### src/rtl/tpu_stream_pkg.sv
// tpu_stream_pkg: shared state type and sizing constants for the TPU operand streamer.
package tpu_stream_pkg;
    typedef enum logic [2:0] {S_IDLE, S_STREAM, S_COLLECT, S_FLUSH, S_DONE, S_ERROR} state_e;
    localparam int unsigned FIFO_DEPTH = 2;
    localparam int unsigned FIFO_CW    = $clog2(FIFO_DEPTH + 1);
    localparam int unsigned RD_LATENCY = 1;
endpackage

### src/rtl/tpu_skid_fifo.sv
// tpu_skid_fifo: small skid FIFO decoupling scratchpad read returns from the array handshake.
module tpu_skid_fifo
    import tpu_stream_pkg::*;
#(
    parameter int unsigned WIDTH = 64
) (
    input  logic               clk,
    input  logic               rst_n,
    input  logic               clr,
    input  logic               push,
    input  logic [WIDTH-1:0]   din,
    input  logic               pop,
    output logic [WIDTH-1:0]   dout,
    output logic [FIFO_CW-1:0] count,
    output logic               empty,
    output logic               full
);
    localparam int unsigned PW = (FIFO_DEPTH > 1) ? $clog2(FIFO_DEPTH) : 1;

    logic [WIDTH-1:0]   mem_q [FIFO_DEPTH];
    logic [WIDTH-1:0]   mem_d [FIFO_DEPTH];
    logic [PW-1:0]      wr_ptr_q, wr_ptr_d, rd_ptr_q, rd_ptr_d;
    logic [FIFO_CW-1:0] count_q, count_d;
    logic               do_push, do_pop;

    assign empty   = (count_q == '0);
    assign full    = (count_q == FIFO_CW'(FIFO_DEPTH));
    assign count   = count_q;
    assign dout    = mem_q[rd_ptr_q];
    assign do_pop  = pop && !empty;
    // a push into a full FIFO is accepted only when the head leaves in the same cycle
    assign do_push = push && (!full || do_pop);

    always_comb begin
        mem_d = mem_q;
        if (do_push) mem_d[wr_ptr_q] = din;
        wr_ptr_d = do_push ? ((wr_ptr_q == PW'(FIFO_DEPTH - 1)) ? '0 : wr_ptr_q + 1'b1) : wr_ptr_q;
        rd_ptr_d = do_pop ? ((rd_ptr_q == PW'(FIFO_DEPTH - 1)) ? '0 : rd_ptr_q + 1'b1) : rd_ptr_q;
        count_d  = count_q + FIFO_CW'(do_push) - FIFO_CW'(do_pop);
        if (clr) begin
            wr_ptr_d = '0;
            rd_ptr_d = '0;
            count_d  = '0;
        end
    end

    always_ff @(posedge clk or negedge rst_n) begin
        if (!rst_n) begin
            mem_q    <= '{default: '0};
            wr_ptr_q <= '0;
            rd_ptr_q <= '0;
            count_q  <= '0;
        end else begin
            mem_q    <= mem_d;
            wr_ptr_q <= wr_ptr_d;
            rd_ptr_q <= rd_ptr_d;
            count_q  <= count_d;
        end
    end
endmodule

### src/rtl/tpu_operand_streamer.sv
// tpu_operand_streamer: streams scratchpad operand pairs into the compute array and writes its results back.
module tpu_operand_streamer
    import tpu_stream_pkg::*;
#(
    parameter int unsigned DATA_WIDTH     = 32,
    parameter int unsigned ADDR_WIDTH     = 16,
    parameter int unsigned LEN_WIDTH      = 16,
    parameter int unsigned TIMEOUT_CYCLES = 4096
) (
    input  logic                  clk,
    input  logic                  rst_n,
    input  logic                  cfg_start,
    input  logic                  cfg_abort,
    input  logic [ADDR_WIDTH-1:0] cfg_src_a_base,
    input  logic [ADDR_WIDTH-1:0] cfg_src_b_base,
    input  logic [ADDR_WIDTH-1:0] cfg_dst_base,
    input  logic [LEN_WIDTH-1:0]  cfg_in_len,
    input  logic [LEN_WIDTH-1:0]  cfg_out_len,
    output logic                  mem_rd_en,
    output logic [ADDR_WIDTH-1:0] mem_rd_addr_a,
    output logic [ADDR_WIDTH-1:0] mem_rd_addr_b,
    input  logic [DATA_WIDTH-1:0] mem_rd_data_a,
    input  logic [DATA_WIDTH-1:0] mem_rd_data_b,
    output logic                  tx_valid,
    output logic [DATA_WIDTH-1:0] tx_data_a,
    output logic [DATA_WIDTH-1:0] tx_data_b,
    input  logic                  tx_ready,
    input  logic                  rx_valid,
    input  logic [DATA_WIDTH-1:0] rx_data,
    output logic                  rx_ready,
    output logic                  mem_wr_en,
    output logic [ADDR_WIDTH-1:0] mem_wr_addr,
    output logic [DATA_WIDTH-1:0] mem_wr_data,
    output logic                  busy,
    output logic                  done,
    output logic                  error,
    output logic [LEN_WIDTH-1:0]  sent_count,
    output logic [LEN_WIDTH-1:0]  recv_count
);
    localparam int unsigned WDW = $clog2(TIMEOUT_CYCLES + 1);

    state_e                  state_q, state_d;
    logic [ADDR_WIDTH-1:0]   base_a_q, base_a_d, base_b_q, base_b_d, dst_q, dst_d;
    logic [LEN_WIDTH-1:0]    in_len_q, in_len_d, out_len_q, out_len_d;
    logic [LEN_WIDTH-1:0]    issued_q, issued_d, sent_q, sent_d, recv_q, recv_d;
    logic [WDW-1:0]          wd_q, wd_d;
    logic [RD_LATENCY-1:0]   inflight_q, inflight_d;
    logic                    wr_en_q, wr_en_d;
    logic [ADDR_WIDTH-1:0]   wr_addr_q, wr_addr_d;
    logic [DATA_WIDTH-1:0]   wr_data_q, wr_data_d;
    logic                    rd_en, start_ok, fifo_pop, fifo_empty, fifo_full;
    logic [FIFO_CW-1:0]      fifo_count;
    logic [2*DATA_WIDTH-1:0] fifo_dout;

    tpu_skid_fifo #(.WIDTH(2 * DATA_WIDTH)) u_fifo (
        .clk   (clk),
        .rst_n (rst_n),
        .clr   (cfg_abort),
        .push  (inflight_q[RD_LATENCY-1]),
        .din   ({mem_rd_data_a, mem_rd_data_b}),
        .pop   (fifo_pop),
        .dout  (fifo_dout),
        .count (fifo_count),
        .empty (fifo_empty),
        .full  (fifo_full)
    );

    assign tx_valid      = (state_q == S_STREAM) && !fifo_empty;
    assign {tx_data_a, tx_data_b} = fifo_dout;
    assign fifo_pop      = tx_valid && tx_ready;
    // reads in flight are counted against FIFO space so returned data always has a slot
    assign rd_en         = (state_q == S_STREAM) && !cfg_abort && (issued_q < in_len_q) && !(fifo_full && !fifo_pop)
                         && (int'(fifo_count) + $countones(inflight_q) - int'(fifo_pop) < int'(FIFO_DEPTH));
    assign mem_rd_en     = rd_en;
    assign mem_rd_addr_a = base_a_q + ADDR_WIDTH'(issued_q);
    assign mem_rd_addr_b = base_b_q + ADDR_WIDTH'(issued_q);
    assign rx_ready      = (state_q == S_COLLECT);
    assign mem_wr_en     = wr_en_q;
    assign mem_wr_addr   = wr_addr_q;
    assign mem_wr_data   = wr_data_q;
    assign busy          = (state_q == S_STREAM) || (state_q == S_COLLECT) || (state_q == S_FLUSH);
    assign done          = (state_q == S_DONE);
    assign error         = (state_q == S_ERROR);
    assign sent_count    = sent_q;
    assign recv_count    = recv_q;
    assign start_ok      = cfg_start && ((state_q == S_IDLE) || (state_q == S_DONE) || (state_q == S_ERROR));

    always_comb begin
        state_d    = state_q;
        base_a_d   = base_a_q;
        base_b_d   = base_b_q;
        dst_d      = dst_q;
        in_len_d   = in_len_q;
        out_len_d  = out_len_q;
        issued_d   = issued_q + LEN_WIDTH'(rd_en);
        sent_d     = sent_q + LEN_WIDTH'(fifo_pop);
        recv_d     = recv_q;
        wd_d       = wd_q;
        inflight_d = RD_LATENCY'({inflight_q, rd_en});
        wr_en_d    = 1'b0;
        wr_addr_d  = wr_addr_q;
        wr_data_d  = wr_data_q;
        if (cfg_abort) begin
            state_d    = S_IDLE;
            inflight_d = '0;
        end else if (start_ok) begin
            base_a_d  = cfg_src_a_base;
            base_b_d  = cfg_src_b_base;
            dst_d     = cfg_dst_base;
            in_len_d  = cfg_in_len;
            out_len_d = cfg_out_len;
            issued_d  = '0;
            sent_d    = '0;
            recv_d    = '0;
            wd_d      = '0;
            state_d   = (cfg_in_len != '0) ? S_STREAM : (cfg_out_len != '0) ? S_COLLECT : S_DONE;
        end else begin
            case (state_q)
                S_STREAM: if (fifo_pop && sent_d == in_len_q) state_d = (out_len_q != '0) ? S_COLLECT : S_DONE;
                S_COLLECT: begin
                    if (rx_valid) begin
                        wr_en_d   = 1'b1;
                        wr_addr_d = dst_q + ADDR_WIDTH'(recv_q);
                        wr_data_d = rx_data;
                        recv_d    = recv_q + 1'b1;
                        wd_d      = '0;
                        if (recv_d == out_len_q) state_d = S_FLUSH;
                    end else begin
                        wd_d = wd_q + 1'b1;
                        if (wd_d == WDW'(TIMEOUT_CYCLES)) state_d = S_ERROR;
                    end
                end
                S_FLUSH: state_d = S_DONE;
                S_DONE:  state_d = S_IDLE;
                default: ;
            endcase
        end
    end

    always_ff @(posedge clk or negedge rst_n) begin
        if (!rst_n) begin
            state_q    <= S_IDLE;
            base_a_q   <= '0;
            base_b_q   <= '0;
            dst_q      <= '0;
            in_len_q   <= '0;
            out_len_q  <= '0;
            issued_q   <= '0;
            sent_q     <= '0;
            recv_q     <= '0;
            wd_q       <= '0;
            inflight_q <= '0;
            wr_en_q    <= 1'b0;
            wr_addr_q  <= '0;
            wr_data_q  <= '0;
        end else begin
            state_q    <= state_d;
            base_a_q   <= base_a_d;
            base_b_q   <= base_b_d;
            dst_q      <= dst_d;
            in_len_q   <= in_len_d;
            out_len_q  <= out_len_d;
            issued_q   <= issued_d;
            sent_q     <= sent_d;
            recv_q     <= recv_d;
            wd_q       <= wd_d;
            inflight_q <= inflight_d;
            wr_en_q    <= wr_en_d;
            wr_addr_q  <= wr_addr_d;
            wr_data_q  <= wr_data_d;
        end
    end
endmodule

### config.mk
export PLATFORM = sky130hd
export DESIGN_NAME = tpu_operand_streamer
export DESIGN_NICKNAME = d
export VERILOG_FILES = /design/src/rtl/tpu_stream_pkg.sv /design/src/rtl/tpu_skid_fifo.sv /design/src/rtl/tpu_operand_streamer.sv
export SDC_FILE = /design/constraint.sdc
export NUM_CORES = 1
export LEC_CHECK = 0
export CORE_UTILIZATION = 26
export DETAILED_ROUTE_END_ITERATION = 10
export PLACE_DENSITY_LB_ADDON = 0.15
export SETUP_SLACK_MARGIN = 0.15
export SYNTH_ARGS = -nofsm -noshare
export SYNTH_HDL_FRONTEND = slang
export SYNTH_SLANG_ARGS = --single-unit
### constraint.sdc
create_clock -name clk -period 4.8 [get_ports clk]
set_input_delay 0.96 -clock clk [delete_from_list [all_inputs] [get_ports clk]]
set_output_delay 0.96 -clock clk [all_outputs]
set_load 0.02 [all_outputs]
[Yosys cells after proc, flatten, opt, wreduce, memory -nomap -nowiden]
Cells that the tools add are included.
W data, S select, Z words.
Storage, ports and cells
  register bits: 326
  output and inout port bits: 183
Cells by class
  add/subtract/negate cells: 13
  order comparisons: 5
  eq/ne operators: 12
  muxes and demuxes: 38
  bitwise gates (word level): 4
  reductions and logical operators: 37
Operators with widths (count)
  $mux W64: 4
  $bwmux W128: 1
  $mux W16: 7
  $demux W64 S1: 1
  $add A16 B16 Y16: 3
  $reduce_bool A16 Y1: 3
  $mux W13: 3
  $add A16 B1 Y16: 2
  $eq A16 B16 Y1: 2
  $mux W3: 9
  $add A16 B1 Y16 const B: 1
  $lt A16 B16 Y1: 1
  $add A13 B1 Y13 const B: 1
  $eq A13 B13 Y1 const B: 1
  $logic_and A1 B1 Y1: 12
  $pmux W3 S4: 1
  $mux W1: 11
  $ne A5 B3 Y1 const B: 2
  $reduce_and A4 Y1: 2
  $reduce_bool A2 Y1: 4
  $eq A3 B2 Y1 const B: 2
  $eq A3 B3 Y1 const B: 2
  $reduce_bool A6 Y1: 1
  $logic_not A1 Y1: 5
  other kinds (19): 28

[Logic depth before layout (Yosys ltp)]
Gate-level depths: netlist (run 1).
  depth in word-level cells: 12
  mapped depth: 17
  mapped depth without buffers: 15

[By module]
Synthesis (run 1) repeated with hierarchy kept, for this count alone.
Second synthesis, totals
  cells, all modules: 1574
  area, all modules: 17675.7 µm²
Modules (own cells, without submodules)
  tpu_operand_streamer: instances 1, cells an instance 1210, area each 11372.2 µm², seq. area each 4854.7 µm²
  tpu_skid_fifo: instances 1, cells an instance 364, area each 6303.5 µm², seq. area each 3303.2 µm²

[Least setup slack after synthesis (run 1)]
Ideal clock, no wire load.
  path type: reg2reg
  start point: register state_q[1]
  end point: register issued_q[14]
  library setup time: 132 ps
  data arrival time: 4176 ps
  data required time: 4668 ps
  slack: 492 ps
  stages on the path, launching flop included: 17
  path buffers: 1
  period minus slack after synthesis: 4308 ps
  cells stage by stage: dfrtp_1 or3b_1 a21oi_2 and2_2 ha_1 nand2b_1 fa_1 xnor2_1 a22oi_1 nor4_1 ha_1 ha_1 and3_1 clkbuf_1 nand4_1 xor2_1 nor2_1
Between the ends
  cells in the longest elaborated chain, start to end: 11
  elaborated cells between the ends (all ways): 21
Ends and longest elaborated chain
  start: declaration: RTL line tpu_operand_streamer.sv:42  | state_e state_q, state_d;
  start signal: assignment: RTL line tpu_operand_streamer.sv:157  | state_q <= state_d;
  $eq A3 B1 Y1 *: RTL line tpu_operand_streamer.sv:68  | assign tx_valid = (state_q == S_STREAM) && !fifo_empty;
  $logic_and A1 B1 Y1 *: RTL line tpu_operand_streamer.sv:68
  via tx_valid: RTL line tpu_operand_streamer.sv:24  | output logic tx_valid,
  $logic_and A1 B1 Y1 *: RTL line tpu_operand_streamer.sv:70  | assign fifo_pop = tx_valid && tx_ready;
  branches (longest 4 deep; another with $sub A3 B1 Y4)
  $logic_and A1 B1 Y1 *: RTL line tpu_operand_streamer.sv:73  | && (int'(fifo_count) + $countones(inflight_q) - int'(fifo_pop) < int'(FIFO_DEPTH));
  via mem_rd_en: RTL line tpu_operand_streamer.sv:19  | output logic mem_rd_en,
  $add A16 B1 Y16 *: RTL line tpu_operand_streamer.sv:95  | issued_d = issued_q + LEN_WIDTH'(rd_en);
  $mux W16: RTL line tpu_operand_streamer.sv:106  | end else if (start_ok) begin
  $mux W16 *: RTL line tpu_operand_streamer.sv:103  | if (cfg_abort) begin
  via issued_d[14]: RTL line tpu_operand_streamer.sv:45  | logic [LEN_WIDTH-1:0] issued_q, issued_d, sent_q, sent_d, recv_q, recv_d;
  end signal: assignment: RTL line tpu_operand_streamer.sv:163  | issued_q <= issued_d;
  end: declaration: RTL line tpu_operand_streamer.sv:45
Mark *: on every way through the listed nets, which the timed path passes.
A chain may end at the register's enable or synchronous reset.

[Worst setup path in the final report (run 1)]
  start point: register issued_q[1]
  end point: output mem_rd_addr_b[15]
Between the ends
  cells in the longest elaborated chain, start to end: 1
Ends and longest elaborated chain
  $add A16 B16 Y16: RTL line tpu_operand_streamer.sv:76  | assign mem_rd_addr_b = base_b_q + ADDR_WIDTH'(issued_q);
  end: declaration: RTL line tpu_operand_streamer.sv:21  | output logic [ADDR_WIDTH-1:0] mem_rd_addr_b,
Every way passes these cells.

==> flow_metrics.env, run 1 <==
export IMPL_finalWorstPathRequiredPeriod_ps=4460
export IMPL_number_of_placement_rows=94
export IMPL_gpl_final_weighted_congestion=0.846
export IMPL_totalPowerFinal_w=0.0132
export IMPL_ant_nets=0
export IMPL_power_ir_vdd_worst_mv=0.307
export IMPL_finalHoldViolCount=0
export IMPL_synthesis_yosys_warnings=0
export IMPL_clockBufferDepth=3
export IMPL_setup_worst_path_start_class="flip-flop"
export IMPL_post_layout_nonfiller_instances=2829
export IMPL_crit_fanout=7
export IMPL_final_max_slew_viols=0
export IMPL_filler_cell_count=6482
export IMPL_holdCritPathClass="flip-flop to flip-flop"
export IMPL_hpwlAfterDp_um=35700
export IMPL_max_freq_mhz=224
export IMPL_crit_required_ps=3840
export IMPL_cts_reportedPaths_clkPinSlew_ps=60
export IMPL_worstPathArrival_ps=3500
export IMPL_postSynth_asyncResetShare_pct=100
export IMPL_floorplan_initialDensity_pct=26.2
export IMPL_post_drt_wl_per_cell_um=17.8
export IMPL_worst_slew_margin_rel_pct=40.8
export IMPL_finalSetupTns_ps=0
export IMPL_post_place_cells=2758
export IMPL_numClockSinks=326
export IMPL_drt_iter0_drc=473
export IMPL_antenna_violations_before_repair=0
export IMPL_cellLeakagePower_nw=10.2
export IMPL_maxcap_viol_count=0
export IMPL_timing_worst_setup_path_type="flip-flop to primary output"
export IMPL_firstDrtPassIters=5
export IMPL_dieArea_um2=67400
export IMPL_final_net_count=2195
export IMPL_tritoncts_clock_tree="built"
export IMPL_syn_avg_cell_area_um2=10.9
export IMPL_grt_overflow=0
export IMPL_critPathCaptureType="primary output"
export IMPL_final_cell_mix="clkdlybuf4s50_1, dfrtp_1, mux2_2, nand2_1, o21ai_0"
export IMPL_chipWidth_um=260
export IMPL_pre_cts_ws_ps=444
export IMPL_power_per_cell_area_nw_per_um2=565
export IMPL_synth_cell_types=73
export IMPL_core_area_um2=65700
export IMPL_rsz0062_at_grt="no"
export IMPL_syn_inst=1588
export IMPL_tritoncts_num_buffers=42
export IMPL_setup_slack_ps=341
export IMPL_antennaDiodeCount=0
export IMPL_ys_seq_elements=326
export IMPL_syn_to_final_growth_pct=35.1
export IMPL_numPortBuffers=364
export IMPL_grt_total_usage_pct=14.8
export IMPL_timing_clock_skew_ps=16.0
export IMPL_fin_util_pct=35.4
export IMPL_outcome="finished, final reports clean"
export IMPL_period_utilization_post_route_pct=92.9
export IMPL_mappedNetlistNets=1845
export IMPL_setup_viol=0
export IMPL_clockRootBuffer="clkbuf_16"
export IMPL_vias_per_cell=4.67
export IMPL_worstMarginPinSlew_ps=888
export IMPL_post_cts_repair_setup_buffers=0
export IMPL_drive_above_1_share_pct=18.4
export IMPL_synth_edff_count=0
export IMPL_post_synth_instance_area_um2=17300
export IMPL_ys_seq_area_share_pct=47.3
export IMPL_insertion_delay_of_the_later_clocked_pin_in_the_worst_skew_pair_ps=560
export IMPL_pin_count=365
export IMPL_drt_drc_violations_left=0
export IMPL_die_height_um=260
export IMPL_cts_max_level=2
export IMPL_postSynth_topFlopCell="dfrtp_1"
export IMPL_grt_first_pass_wirelength_um=78400
export IMPL_grt_pass1_vias=13600
export IMPL_dr_total_vias=13200
export IMPL_total_wire_length_um=50300
export IMPL_maximum_number_of_pins_on_one_net_before_global_route_repair=112
export IMPL_final_common_cell="clkdlybuf4s50_1"
## critical path, stage by stage (launching register included)
cell and delay (ps):
dfrtp_2 450, ha_1 280, a21o_1 190, a21oi_1 260, o21ai_0 170, and3_1 190
nor3_1 240, o41ai_1 120, a21oi_1 190, xnor2_1 180, clkdlybuf4s50_1 650
## area by class of cell
| class | count | area (um2) | area share [%] |
|---|---|---|---|
| Clock buffer | 58 | 1240 | 5.34 |
| Clock inverter | 13 | 221 | 0.950 |
| Inverter | 53 | 199 | 0.854 |
| Multi-Input combinational cell | 1138 | 8560 | 36.7 |
| Sequential cell | 326 | 8160 | 35.0 |
| Tap cell | 864 | 1080 | 4.64 |
| Timing Repair Buffer | 377 | 3840 | 16.5 |
## final timing paths
path	start	end	slack, ps	cells after the start
setup / recovery	issued_q[1]$_DFF_PN0_	mem_rd_addr_b[15]	340	10
hold / removal	mem_wr_data[23]$_DFFE_PN0P_	mem_wr_data[23]$_DFFE_PN0P_	470	2
setup reg to reg	state_q[0]$_DFFE_PN0P_	state_q[0]$_DFFE_PN0P_	910	13
hold reg to reg	mem_wr_data[23]$_DFFE_PN0P_	mem_wr_data[23]$_DFFE_PN0P_	470	2
max in group asynchronous	rst_n	issued_q[1]$_DFF_PN0_	3280	2
min in group asynchronous	rst_n	u_fifo.mem_q[15]$_DFFE_PN0P_	510	1
## power by group
| part | leakage, nW | internal (W) | switching [W] | total [W] |
|---|---|---|---|---|
| Sequential | 4.16 | 0.00373 | 0.000633 | 0.00436 |
| Combinational | 5.30 | 0.00278 | 0.00265 | 0.00543 |
| Clock | 0.721 | 0.00212 | 0.00124 | 0.00336 |
## sequential cells by signal (all words and copies together), names as in the netlist, 13 cells and up
name,count
mem_wr_addr,16
recv_count,16
sent_count,16
mem_wr_data,32
base_a_q,16
u_fifo.mem_q,128
issued_q,16
out_len_q,16
base_b_q,16
wd_q,13
dst_q,16
in_len_q,16
## kinds of logic (layout without fill, tap and decap cells)
kind of cell | count (synthesis) | in the layout | synth area share (%)
and+or+nand+nor | 464 | 464 | 13.0
buffers and inverters | 124 | 501 | 3.27
muxes | 262 | 262 | 17.1
DFF | 326 | 326 | 47.3
AOI/OAI and AO/OA | 234 | 234 | 8.44
xor gates and xnor gates | 103 | 103 | 5.31
adders and majority gates | 75 | 75 | 5.61
## through the flow
stage / area [um2] / hold WS, ps
2_1_floorplan: 17300 / 466
3_3_place_gp: 21800 / 458
6_report: 23300 / 470
5_1_grt: 23300 / 492
4_1_cts: 23300 / 476
3_5_place_dp: 21800 / 462
## cells in the mapped netlist (all sizes together), types with 9 or more instances
cell / n / area share [%]
dfrtp: 326 / 47
mux2: 256 / 17
nand2: 181 / 4.0
o21ai: 97 / 2.8
nor2: 85 / 1.8
ha: 71 / 5.1
xnor2: 61 / 3.1
inv: 53 / 1.2
a21oi: 43 / 1.3
clkbuf: 42 / 0.91
xor2: 41 / 2.1
nand3: 35 / 1.1
nor3: 33 / 0.99
buf: 29 / 1.2
nand4: 24 / 0.87
nor4: 22 / 1.1
and3: 20 / 0.73
a21o: 18 / 0.79
a31oi: 16 / 0.58
nor2b: 16 / 0.59
or3: 16 / 0.58
nand2b: 10 / 0.36
o21a: 10 / 0.44
o31ai: 9 / 0.42
o41ai: 9 / 0.50
## routing by layer
layer / vias to the layer above / track usage, % / part of all wire [%]
met5: - / 0 / 0
met4: 0 / 3.86 / 2.1
met3: 61 / 4.25 / 6.5
met2: 328 / 23.9 / 46
met1: 6484 / 19.3 / 45
li1: 6330 / - / -
## repair_timing
action                     4_1_cts  5_1_grt
setup endpoints to repair        4        6
pin swaps                        0        0
hold buffers                     0        0
resized for setup                4        6
Power figures use the tool's default switching activity.
==> run 2, diff against run 1 <==
CORE_MARGIN = 5   (was unset)
==> run 2 against run 1 <==
Net effect:
- flip-flop and latch count did not move
- power fell by 1.5%
- clock power fell by 7.1%
- via count fell by 0.17%
- setup slack improved by 31 ps
- cell count rose by 0.18%
- count of clock-buffer cells in the layout rose by 6
- die area rose by 6.3%
- cell area fell by 0.39%
- wire length rose by 3.3%
- maximum frequency rose by 0.70%
- largest cell class unchanged
- largest power group unchanged
- highest routed layer unchanged
==> flow_metrics.env, run 2 (same netlist as run 1, synthesis figures left out) <==
export IMPL_largest_register_ffs=128
export IMPL_timing_worst_setup_path_type="flip-flop to primary output"
export IMPL_power_ir_vdd_worst_mv=0.310
export IMPL_filler_cell_count=6465
export IMPL_worst_slew_margin_rel_pct=40.2
export IMPL_clockRootBuffer="clkbuf_16"
export IMPL_antenna_violations_before_repair=0
export IMPL_insertion_delay_of_the_later_clocked_pin_in_the_worst_skew_pair_ps=560
export IMPL_max_freq_mhz=226
export IMPL_chipWidth_um=268
export IMPL_maxcap_viol_count=0
export IMPL_numPortBuffers=364
export IMPL_finalHoldViolCount=0
export IMPL_outcome="finished, final reports clean"
export IMPL_hpwlAfterDp_um=37200
export IMPL_finalWorstPathRequiredPeriod_ps=4430
export IMPL_power_per_cell_area_nw_per_um2=559
export IMPL_dieArea_um2=71600
export IMPL_clockBufferDepth=3
export IMPL_dr_total_vias=13200
export IMPL_rsz0062_at_grt="yes"
export IMPL_grt_overflow=0
export IMPL_holdCritPathClass="input pin to async pin"
export IMPL_drive_above_1_share_pct=18.5
export IMPL_drt_drc_violations_left=0
export IMPL_numClockSinks=326
export IMPL_grt_first_pass_wirelength_um=81400
export IMPL_totalPowerFinal_w=0.0130
export IMPL_cellLeakagePower_nw=10.1
export IMPL_grt_pass1_vias=13800
export IMPL_postCtsHoldBufs=0
export IMPL_die_height_um=268
export IMPL_timing_clock_skew_ps=19.3
export IMPL_setup_worst_path_start_class="flip-flop"
export IMPL_drt_iter0_drc=577
export IMPL_floorplan_initialDensity_pct=26.2
export IMPL_final_common_cell="clkdlybuf4s50_1"
export IMPL_maximum_number_of_pins_on_one_net_before_global_route_repair=131
export IMPL_registers_top_by_ff_count="u_fifo.mem_q"
export IMPL_final_max_slew_viols=0
export IMPL_setup_viol=0
export IMPL_gpl_final_weighted_congestion=0.832
export IMPL_finalSetupTns_ps=0
export IMPL_tritoncts_num_buffers=44
export IMPL_period_utilization_post_route_pct=92.3
export IMPL_post_cts_repair_setup_buffers=0
export IMPL_tritoncts_clock_tree="built"
export IMPL_antennaDiodeCount=0
export IMPL_total_wire_length_um=52000
export IMPL_crit_fanout=7
export IMPL_crit_required_ps=3840
export IMPL_final_cell_mix="clkdlybuf4s50_1, dfrtp_1, mux2_2, nand2_1, o21ai_0"
export IMPL_cts_reportedPaths_clkPinSlew_ps=60
export IMPL_worstPathArrival_ps=3470
export IMPL_number_of_placement_rows=94
export IMPL_cts_max_level=2
export IMPL_worstMarginPinSlew_ps=889
export IMPL_vias_per_cell=4.65
export IMPL_post_drt_wl_per_cell_um=18.3
export IMPL_critPathCaptureType="primary output"
export IMPL_grt_total_usage_pct=14.1
export IMPL_ant_nets=0
export IMPL_final_net_count=2198
export IMPL_firstDrtPassIters=4
export IMPL_pin_count=365
export IMPL_core_area_um2=65700
export IMPL_syn_to_final_growth_pct=34.5
-- run 2: final cells by class --
type	instances	area (um2)	area share [%]
multi-input cells	1138	8570	36.9
inverters	53	199	0.857
repair buffers	378	3840	16.6
well taps	864	1080	4.66
clock buffers	64	1300	5.59
clock inverters	11	67.6	0.291
flip-flops and latches	326	8160	35.1
-- run 2: final timing paths --
path | slack (ps) | startpoint | end | cells after the start
setup / recovery | 370 | issued_q[1]$_DFF_PN0_ | mem_rd_addr_a[12] | 10
hold / removal | 360 | rst_n | u_fifo.mem_q[21]$_DFFE_PN0P_ | 1
setup reg to reg | 870 | state_q[1]$_DFFE_PN0P_ | state_q[0]$_DFFE_PN0P_ | 13
hold reg to reg | 470 | mem_wr_data[7]$_DFFE_PN0P_ | mem_wr_data[7]$_DFFE_PN0P_ | 2
max in group asynchronous | 3200 | rst_n | mem_wr_en$_DFF_PN0_ | 2
min in group clk | 470 | mem_wr_data[7]$_DFFE_PN0P_ | mem_wr_data[7]$_DFFE_PN0P_ | 2
-- run 2: per-stage QoR --
stage / worst slack [ps] / std cells / hold WS [ps] / area, um2 / utilization [%]
after floorplan: 492 / 1588 / 466 / 17300 / -
after global placement: 555 / 2759 / 456 / 21800 / 33.2
after detailed placement: 503 / 2759 / 462 / 21800 / 33.2
after CTS: 211 / 2834 / 343 / 23200 / 35.3
after global routing: 120 / 2834 / 381 / 23200 / 35.3
final: 372 / 2834 / 364 / 23200 / 35.3
-- run 2: critical path, cell delays in order (launching register included) --
cell and delay, ps:
dfrtp_1 470, inv_1 140, fa_1 450, nor2b_1 120, o21ai_0 120, a21boi_1 220
o21ai_1 110, a21oi_2 220, a41o_1 270, xor2_1 160, clkdlybuf4s50_1 630
-- run 2: metal layers --
layer | global-route usage, % | share of wire [%] | vias up
li1 | - | - | 6332
met1 | 18.5 | 44 | 6458
met2 | 23.2 | 47 | 321
met3 | 3.90 | 6.6 | 69
met4 | 3.59 | 2.1 | 0
met5 | 0 | 0 | -
-- run 2: report_power, final --
| group | leakage (nW) | total, W | switching, W | internal [W] |
|---|---|---|---|---|
| clock network | 0.673 | 0.00312 | 0.00126 | 0.00186 |
| logic | 5.30 | 0.00547 | 0.00267 | 0.00280 |
| registers | 4.16 | 0.00437 | 0.000638 | 0.00373 |
-- run 2: timing repair --
item,in CTS,in global routing
pin swaps,0,0
gates resized for setup,4,8
setup endpoints to repair,3,8
